[config.mk]
export PLATFORM = sky130hd
export DESIGN_NAME = fetch_pc_unit
export DESIGN_NICKNAME = d
export VERILOG_FILES = /design/src/rtl/fetch_pc_unit.sv
export SDC_FILE = /design/constraint.sdc
export NUM_CORES = 1
export LEC_CHECK = 0
export ABC_AREA = 1
export BUFFER_PORTS_ARGS = -buffer_cell sky130_fd_sc_hd__buf_2
export CAP_MARGIN = 25
export CORE_MARGIN = 8
export CORE_UTILIZATION = 43
export CTS_BUF_LIST = sky130_fd_sc_hd__clkbuf_16
export DETAILED_ROUTE_END_ITERATION = 8
export PLACE_DENSITY = 0.69
export SKIP_CTS_REPAIR_TIMING = 1
export SLEW_MARGIN = 20
export SYNTH_ARGS = -nofsm -noshare
export SYNTH_HDL_FRONTEND = slang
export SYNTH_SLANG_ARGS = --single-unit
[constraint.sdc]
create_clock -name clk -period 4.8 [get_ports clk]
set_input_delay 0 -clock clk [delete_from_list [all_inputs] [get_ports clk]]
set_output_delay 0 -clock clk [all_outputs]
set_load 0.03 [all_outputs]
[src/rtl/fetch_pc_unit.sv]
// rtl/fetch_pc_unit.sv - Fetch PC, in-order imem request issue and instruction FIFO with redirect/trap
module fetch_pc_unit #(
  parameter logic [31:0] RESET_PC = 32'h0000_0000,
  parameter int unsigned DEPTH    = 2
) (
  input  logic        clk,
  input  logic        rst_n,
  input  logic        taken_br,
  input  logic [31:0] br_tgt_pc,
  output logic        imem_req_valid,
  input  logic        imem_req_ready,
  output logic [31:0] imem_req_addr,
  input  logic        imem_resp_valid,
  input  logic [31:0] imem_resp_data,
  output logic        if_valid,
  input  logic        if_ready,
  output logic [31:0] if_pc,
  output logic [31:0] if_instr,
  output logic        fetch_fault
);
  localparam int unsigned CW = $clog2(DEPTH + 1);
  localparam int unsigned PW = (DEPTH > 1) ? $clog2(DEPTH) : 1;
  localparam logic [PW-1:0] LAST_IDX = PW'(DEPTH - 1);
  localparam logic [CW:0]   CREDITS  = (CW+1)'(DEPTH);
  localparam logic [CW-1:0] FULL     = CW'(DEPTH);

  typedef enum logic {RUN, HALT} state_t;

  state_t        state_q, state_d;
  logic [31:0]   pc_q, pc_d, resp_pc_q, resp_pc_d;
  logic [CW-1:0] inflight_q, inflight_d, stale_q, stale_d, count_q, count_d;
  logic [PW-1:0] rd_q, rd_d, wr_q, wr_d;
  logic          fault_q, fault_d;
  logic [63:0]   mem_q [DEPTH];
  logic [63:0]   mem_d [DEPTH];
  logic          redirect, accept, drop, push, pop;
  logic [CW:0]   used;

  function automatic logic [PW-1:0] next_idx(input logic [PW-1:0] i);
    return (i == LAST_IDX) ? '0 : i + PW'(1);
  endfunction

  // Credits cover both outstanding reads and buffered entries, so the FIFO cannot overflow.
  assign used           = {1'b0, inflight_q} + {1'b0, count_q};
  assign redirect       = taken_br && (state_q == RUN);
  assign imem_req_valid = rst_n && (state_q == RUN) && !taken_br && (used < CREDITS);
  assign imem_req_addr  = pc_q;
  assign accept         = imem_req_valid && imem_req_ready;
  assign if_valid       = (count_q != '0);
  assign pop            = if_valid && if_ready;
  assign drop           = imem_resp_valid && (redirect || (stale_q != '0));
  assign push           = imem_resp_valid && !drop;
  assign if_pc          = mem_q[rd_q][63:32];
  assign if_instr       = mem_q[rd_q][31:0];
  assign fetch_fault    = fault_q;

  always_comb begin
    state_d    = state_q;
    fault_d    = fault_q;
    pc_d       = pc_q;
    resp_pc_d  = resp_pc_q;
    inflight_d = inflight_q;
    stale_d    = stale_q;
    count_d    = count_q;
    rd_d       = rd_q;
    wr_d       = wr_q;
    mem_d      = mem_q;

    if (accept && !imem_resp_valid)      inflight_d = inflight_q + CW'(1);
    else if (!accept && imem_resp_valid) inflight_d = inflight_q - CW'(1);

    if (accept) pc_d = pc_q + 32'd4;

    if (push) begin
      mem_d[wr_q] = {resp_pc_q, imem_resp_data};
      wr_d        = next_idx(wr_q);
      resp_pc_d   = resp_pc_q + 32'd4;
    end
    if (pop) rd_d = next_idx(rd_q);

    if (push && !pop)      count_d = count_q + CW'(1);
    else if (!push && pop) count_d = count_q - CW'(1);

    if (imem_resp_valid && (stale_q != '0)) stale_d = stale_q - CW'(1);

    // Everything still outstanding becomes wrong-path once the stream is redirected.
    if (redirect) begin
      pc_d      = br_tgt_pc;
      resp_pc_d = br_tgt_pc;
      stale_d   = imem_resp_valid ? inflight_q - CW'(1) : inflight_q;
      count_d   = '0;
      rd_d      = '0;
      wr_d      = '0;
      if (br_tgt_pc[1:0] != 2'b00) begin
        state_d = HALT;
        fault_d = 1'b1;
      end
    end
  end

  always_ff @(posedge clk) begin
    if (!rst_n) begin
      state_q    <= RUN;
      fault_q    <= 1'b0;
      pc_q       <= RESET_PC;
      resp_pc_q  <= RESET_PC;
      inflight_q <= '0;
      stale_q    <= '0;
      count_q    <= '0;
      rd_q       <= '0;
      wr_q       <= '0;
    end else begin
      state_q    <= state_d;
      fault_q    <= fault_d;
      pc_q       <= pc_d;
      resp_pc_q  <= resp_pc_d;
      inflight_q <= inflight_d;
      stale_q    <= stale_d;
      count_q    <= count_d;
      rd_q       <= rd_d;
      wr_q       <= wr_d;
    end
  end

  always_ff @(posedge clk) begin
    mem_q <= mem_d;
  end

  a_no_overflow: assert property (@(posedge clk) disable iff (!rst_n)
    !(push && !pop && (count_q == FULL)));

endmodule
==> Word-level counts from Yosys, hierarchy flattened <==
Cells that the tools add are included.
{ "totals": {"mem_bits_rw": 0, "reg_bits": 201, "out_inout_bits": 99, "latchBits": 0, "inputBits": 70, "rom_bits": 0, "word_cells": 78, "memories": 0} }
{ "classes": {"mux": 19, "reduce_logical": 31, "eq_ne": 0, "multipliers": 0, "add_sub_neg": 10, "n_lt_le_gt_ge": 4, "bitwise": 4, "shifts": 0, "n_div": 0} }
{ "op_table": {"columns": ["op", "n"], "rows": [
  ["64-bit two-way mux", 4],
  ["128-bit bitwise mux", 1],
  ["32-bit two-way mux", 4],
  ["32-bit by 3-bit adder with 32-bit output (second input constant)", 2],
  ["64-bit demux with 1-bit select", 1],
  ["2-bit nonzero test", 8],
  ["1-bit logical AND", 14],
  ["2-bit two-way mux", 7],
  ["1-bit zero test", 6],
  ["2-bit by 1-bit subtractor with 2-bit output (second input constant)", 3],
  ["2-bit by 1-bit adder with 2-bit output (second input constant)", 2],
  ["2-bit greater-or-equal comparator (second input constant)", 2],
  ["1-bit NOT with 2-bit output", 2],
  ["2-bit by 2-bit adder with 3-bit output", 1],
  ["3-bit by 2-bit < comparator with 1-bit output (second input constant)", 1],
  ["1-bit adder (second input constant)", 2],
  ["2-bit by 1-bit < comparator with 1-bit output (second input constant)", 1],
  ["1-bit two-way mux", 2],
  ["1-bit NOT", 2],
  ["2-bit AND reduction", 1],
  ["2-bit OR reduction", 1],
  ["1-bit logical OR", 1]
]} }

==> Depth between registers and ports, before layout <==
{ "depth": {"depth_word": 10, "ltp_mapped": 12} }

==> Worst setup path after synthesis <==
Ideal clock, no wire load.
{ "synth_path": {"kind": "register to register", "start": "reg fetch_fault (netlist name)", "end": "reg mem_q[0] in the netlist's numbering, enable pin", "path_slack_ps": 549, "arrival_ps": 3762, "n_path_buf": 0, "setup_ps": 488, "stages_incl_launch_ff": 7, "period_less_slack_ps": 4251, "t_required_ps": 4312, "cell_sequence": "dfxtp_1 inv_1 nand2_2 inv_2 nor2_1 inv_1 nor2_1"} }
{ "synth_rtl": {"columns": ["item", "line", "rtl"], "rows": [
  ["to (signal assigned)", "126", "mem_q <= mem_d;"],
  ["to (decl)", "34", "logic [63:0] mem_q [DEPTH];"]
]} }

==> impl_metrics.sql <==
INSERT INTO impl_metrics (metric_group, metric, value, unit) VALUES
('floorplan', 'die_footprint', '0.0269', 'mm2'),
('synth', 'synth.top_cell.area_share', '40.7', '%'),
('timing', 'final.setup.tns', '0', 'ns'),
('drt', 'drt_iter0_markers', '564', ''),
('worst_setup_path', 'worst-r2r-setup-slack', '2.31', 'ns'),
('timing', 'slew_violations', '0', ''),
('floorplan', 'num_io_pins', '169', ''),
('cells_and_area', 'drive_above_1_share', '18.1', '%'),
('synth', 'yosys-top-cells-area', 'sky130_fd_sc_hd__edfxtp_1 (41%), sky130_fd_sc_hd__nand2_1 (16%), sky130_fd_sc_hd__dfxtp_1 (15%)', ''),
('power', 'power_density', '363', 'mW/mm2'),
('timing', 'setup_viol', '0', ''),
('cells_and_area', 'area_added_between_synthesis_and_finish', '24.5', '%'),
('grt', 'number_of_global_route_vias_before_repair', '7341', ''),
('timing', 'finClkSkew', '0.0133', 'ns'),
('synth', 'syn-cell-area', '0.00943', 'mm2'),
('drt', 'detailedRoute.firstPassIterationCount', '5', ''),
('hold_path', 'worstHoldPathCells', '4', ''),
('cells_and_area', 'number_of_nets_in_the_layout', '1425', ''),
('drt', 'avgRoutedWirePerCell', '14.8', 'um'),
('synth', 'share_of_the_synthesized_netlist_area_taken_by_xor_and_xnor_gates', '0.557', '%'),
('floorplan', 'die_h', '164', 'um'),
('power', 'total_power', '4.27', 'mW'),
('drt', 'wirelength', '24.3', 'mm'),
('synth', 'synth_top_cell_by_area', 'sky130_fd_sc_hd__edfxtp_1', ''),
('grt', 'grt_pass1_wl', '37.9', 'mm'),
('synth', 'synth-seq-area-share', '55.8', '%'),
('floorplan', 'core', '0.0217', 'mm2'),
('cts', 'clock_slew_seen_by_the_registers_of_the_worst_setup_and_hold_paths', '0.08', 'ns'),
('cts', 'clock_tree.root_cell', 'sky130_fd_sc_hd__clkbuf_16', ''),
('placed_design', 'hpwlAfterDp', '16.6', 'mm'),
('cells_and_area', 'diodes', '0', ''),
('synth', 'synth_compound_gate_area_share', '8.87', '%'),
('placed_design', 'port-buffer-count', '168', ''),
('worst_setup_path', 'worst_reg_to_reg_cells', '8', ''),
('drt', 'routed_via_density', '5.03', ''),
('worst_setup_path', 'critical_path_class', 'reg2reg', ''),
('synth', 'syn-num-nets', '1208', ''),
('timing', 'timing.fmax', '401', 'MHz'),
('timing', 'finalHoldViolations', '0', ''),
('grt', 'grt_remaining_overflow', '0', ''),
('worst_setup_path', 'cp.required', '4.86', 'ns'),
('timing', 'slew-limit-headroom', '37.3', '%'),
('cells_and_area', 'finish.utilization', '54.2', '%'),
('floorplan', 'floorplan.rows', '54', ''),
('worst_setup_path', 'critPathCaptureType', 'flop', ''),
('worst_setup_path', 'worst_path_arrival_time', '2.56', 'ns'),
('synth', 'synth_top_family_by_area', 'simple AND/OR/NAND/NOR gates', ''),
('drt', 'via_total_after_detailed_routing', '8258', ''),
('synth', 'post_synth_fa_ha_maj_area_fraction', '0.875', '%'),
('floorplan', 'initial_core_util', '43.5', '%'),
('grt', 'grt_antenna_before_repair', '0', ''),
('timing', 'unrepaired_setup_endpoints_after_global_routing', 'false', ''),
('drt', 'drc', '0', ''),
('cells_and_area', 'filler_cell_count', '1994', ''),
('cts', 'htree_levels', '4', ''),
('synth', 'synth.area.mux_share', '0', '%'),
('synth', 'yosysWarnings', '0', ''),
('drt', 'drt.antenna.violating_nets', '0', ''),
('grt', 'grtUsageTotal', '17.6', '%'),
('grt', 'pin_count_of_the_biggest_net_entering_global_routing', '66', ''),
('synth', 'avgSynthCellArea', '8.33', 'um2'),
('timing', 'min_clock_period_post_route', '2.49', 'ns'),
('cts', 'clock_sink_count', '199', ''),
('worst_setup_path', 'crit_path_max_fanout', '64', ''),
('synth', 'netlist_instances', '1132', ''),
('timing', 'worst-slew-pin-transition', '0.941', 'ns'),
('synth', 'synth_seq_cells', '199', ''),
('synth', 'synth-simple-area-share', '27.9', '%'),
('cts', 'clock_insertion_delay_worst_skew', '0.44', 'ns'),
('timing', 'period_share', '51.9', '%'),
('hold_path', 'class_of_the_tightest_hold_or_removal_check', 'in2reg', ''),
('cts', 'clk_path_buf_depth', '2', ''),
('run', 'max_cap_violations', '0', ''),
('placed_design', 'gp_congestion', '0.897', ''),
('cts', 'cts_tree', 'done', ''),
('power', 'ir_drop', '0.230', 'mV'),
('cts', 'numCtsBuffers', '17', ''),
('power', 'power.static_leakage', '4.94', 'nW'),
('synth', 'synth_cell_type_count', '40', ''),
('floorplan', 'fp.dieW', '164', 'um'),
('worst_setup_path', 'type_of_origin_of_the_critical_path', 'flop', ''),
('outcome', 'status', 'complete, no violations', '');
[sequential cells by signal (all words and copies together) (netlist names)]
name           cells
stale_q            2
wr_q               1
rd_q               1
resp_pc_q         31
imem_req_addr     31
count_q            2
inflight_q         2
fetch_fault        1
mem_q            128
[cell usage in the layout, fill, tap and decap left out, types with 3 or more instances in the layout]
cell type,Yosys,layout
sky130_fd_sc_hd__nand2_1,414,414
sky130_fd_sc_hd__buf_2,9,168
sky130_fd_sc_hd__edfxtp_1,128,128
sky130_fd_sc_hd__inv_1,87,87
sky130_fd_sc_hd__nor2_1,86,84
sky130_fd_sc_hd__nand3_1,79,79
sky130_fd_sc_hd__a21oi_1,72,72
sky130_fd_sc_hd__dfxtp_1,71,70
sky130_fd_sc_hd__dlygate4sd3_1,0,66
sky130_fd_sc_hd__o21ai_0,59,59
sky130_fd_sc_hd__clkbuf_16,0,17
sky130_fd_sc_hd__nor2_2,13,13
sky130_fd_sc_hd__a31oi_1,9,9
sky130_fd_sc_hd__nor2_4,5,7
sky130_fd_sc_hd__nand2_2,7,7
sky130_fd_sc_hd__o21ai_1,6,6
sky130_fd_sc_hd__inv_6,0,6
sky130_fd_sc_hd__inv_2,4,5
sky130_fd_sc_hd__nand4_1,5,5
sky130_fd_sc_hd__and2_1,5,5
sky130_fd_sc_hd__o211ai_1,5,5
sky130_fd_sc_hd__ha_1,5,5
sky130_fd_sc_hd__buf_4,4,5
sky130_fd_sc_hd__or2_2,3,3
sky130_fd_sc_hd__nand3b_1,3,3
sky130_fd_sc_hd__nor3_1,3,3
sky130_fd_sc_hd__xnor2_1,3,3
sky130_fd_sc_hd__xor2_1,3,3
sky130_fd_sc_hd__inv_8,0,3
[worst max-delay path, cell delays in order (launching register included)]
cell,delay [ns]
sky130_fd_sc_hd__dfxtp_1,0.33
sky130_fd_sc_hd__inv_1,0.08
sky130_fd_sc_hd__nand2_2,0.06
sky130_fd_sc_hd__buf_4,0.52
sky130_fd_sc_hd__inv_2,0.07
sky130_fd_sc_hd__nor2_1,0.15
sky130_fd_sc_hd__inv_1,0.12
sky130_fd_sc_hd__nor2_4,0.10
sky130_fd_sc_hd__buf_4,0.66
[worst paths after layout]
kind / endpoint / from
max: mem_q[21] / fetch_fault
min reg2reg: count_q[0] / count_q[0]
max reg2reg: mem_q[21] / fetch_fault
min: imem_req_addr[2] / imem_req_ready
[metrics by stage]
| step | worst slack (ns) | area, um2 | hold WS (ns) | instances |
|---|---|---|---|---|
| floorplan | 0.549 | 9430 | 0.0989 | 1132 |
| global placement | 2.29 | 10500 | 0.192 | 1543 |
| detailed placement | 2.30 | 10500 | 0.191 | 1544 |
| CTS | 2.26 | 11100 | -0.267 | 1576 |
| global route | 2.11 | 11700 | 0.0358 | 1642 |
| finish | 2.31 | 11700 | 0.0196 | 1642 |
[cell families after synthesis]
logic type | Yosys count
adder cells (fa/ha/maj) | 6
XOR/XNOR | 6
buffers and inverters | 134
AO/OA/AOI/OAI | 159
flip-flops | 199
AND/OR/NAND/NOR | 628
[synthesized netlist by cell type (all sizes together)]
cell type	instances
a211oi	2
a21boi	2
a21oi	72
a31oi	9
and2	5
buf	23
clkbuf	19
dfxtp	71
edfxtp	128
fa	1
ha	5
inv	92
nand2	423
nand3	79
nand3b	3
nand4	5
nor2	104
nor3	5
o211ai	5
o21ai	65
o21bai	1
o22ai	2
o31ai	1
or2	4
xnor2	3
xor2	3
[power by group]
group	switching (mW)	internal [mW]	total [mW]
Sequential	0.102	1.95	2.05
Combinational	0.507	0.232	0.739
Clock	0.685	0.793	1.48
[final cells by class]
cell class,count,area [um2],area share [%]
Tap cell,280,350,2.98
Timing Repair Buffer,240,1560,13.3
Clock buffer,17,425,3.62
Sequential cell,199,5270,44.8
Inverter,92,348,2.96
Clock inverter,15,183,1.56
Multi-Input combinational cell,799,3610,30.8
[per-layer routing]
layer	vias up	track usage, %	wire length [um]
li1	4147	-	-
met1	3786	24.5	11300
met2	301	26.9	10800
met3	24	4.46	2010
met4	0	4.50	251
met5	-	0	0
Power figures use the tool's default switching activity.
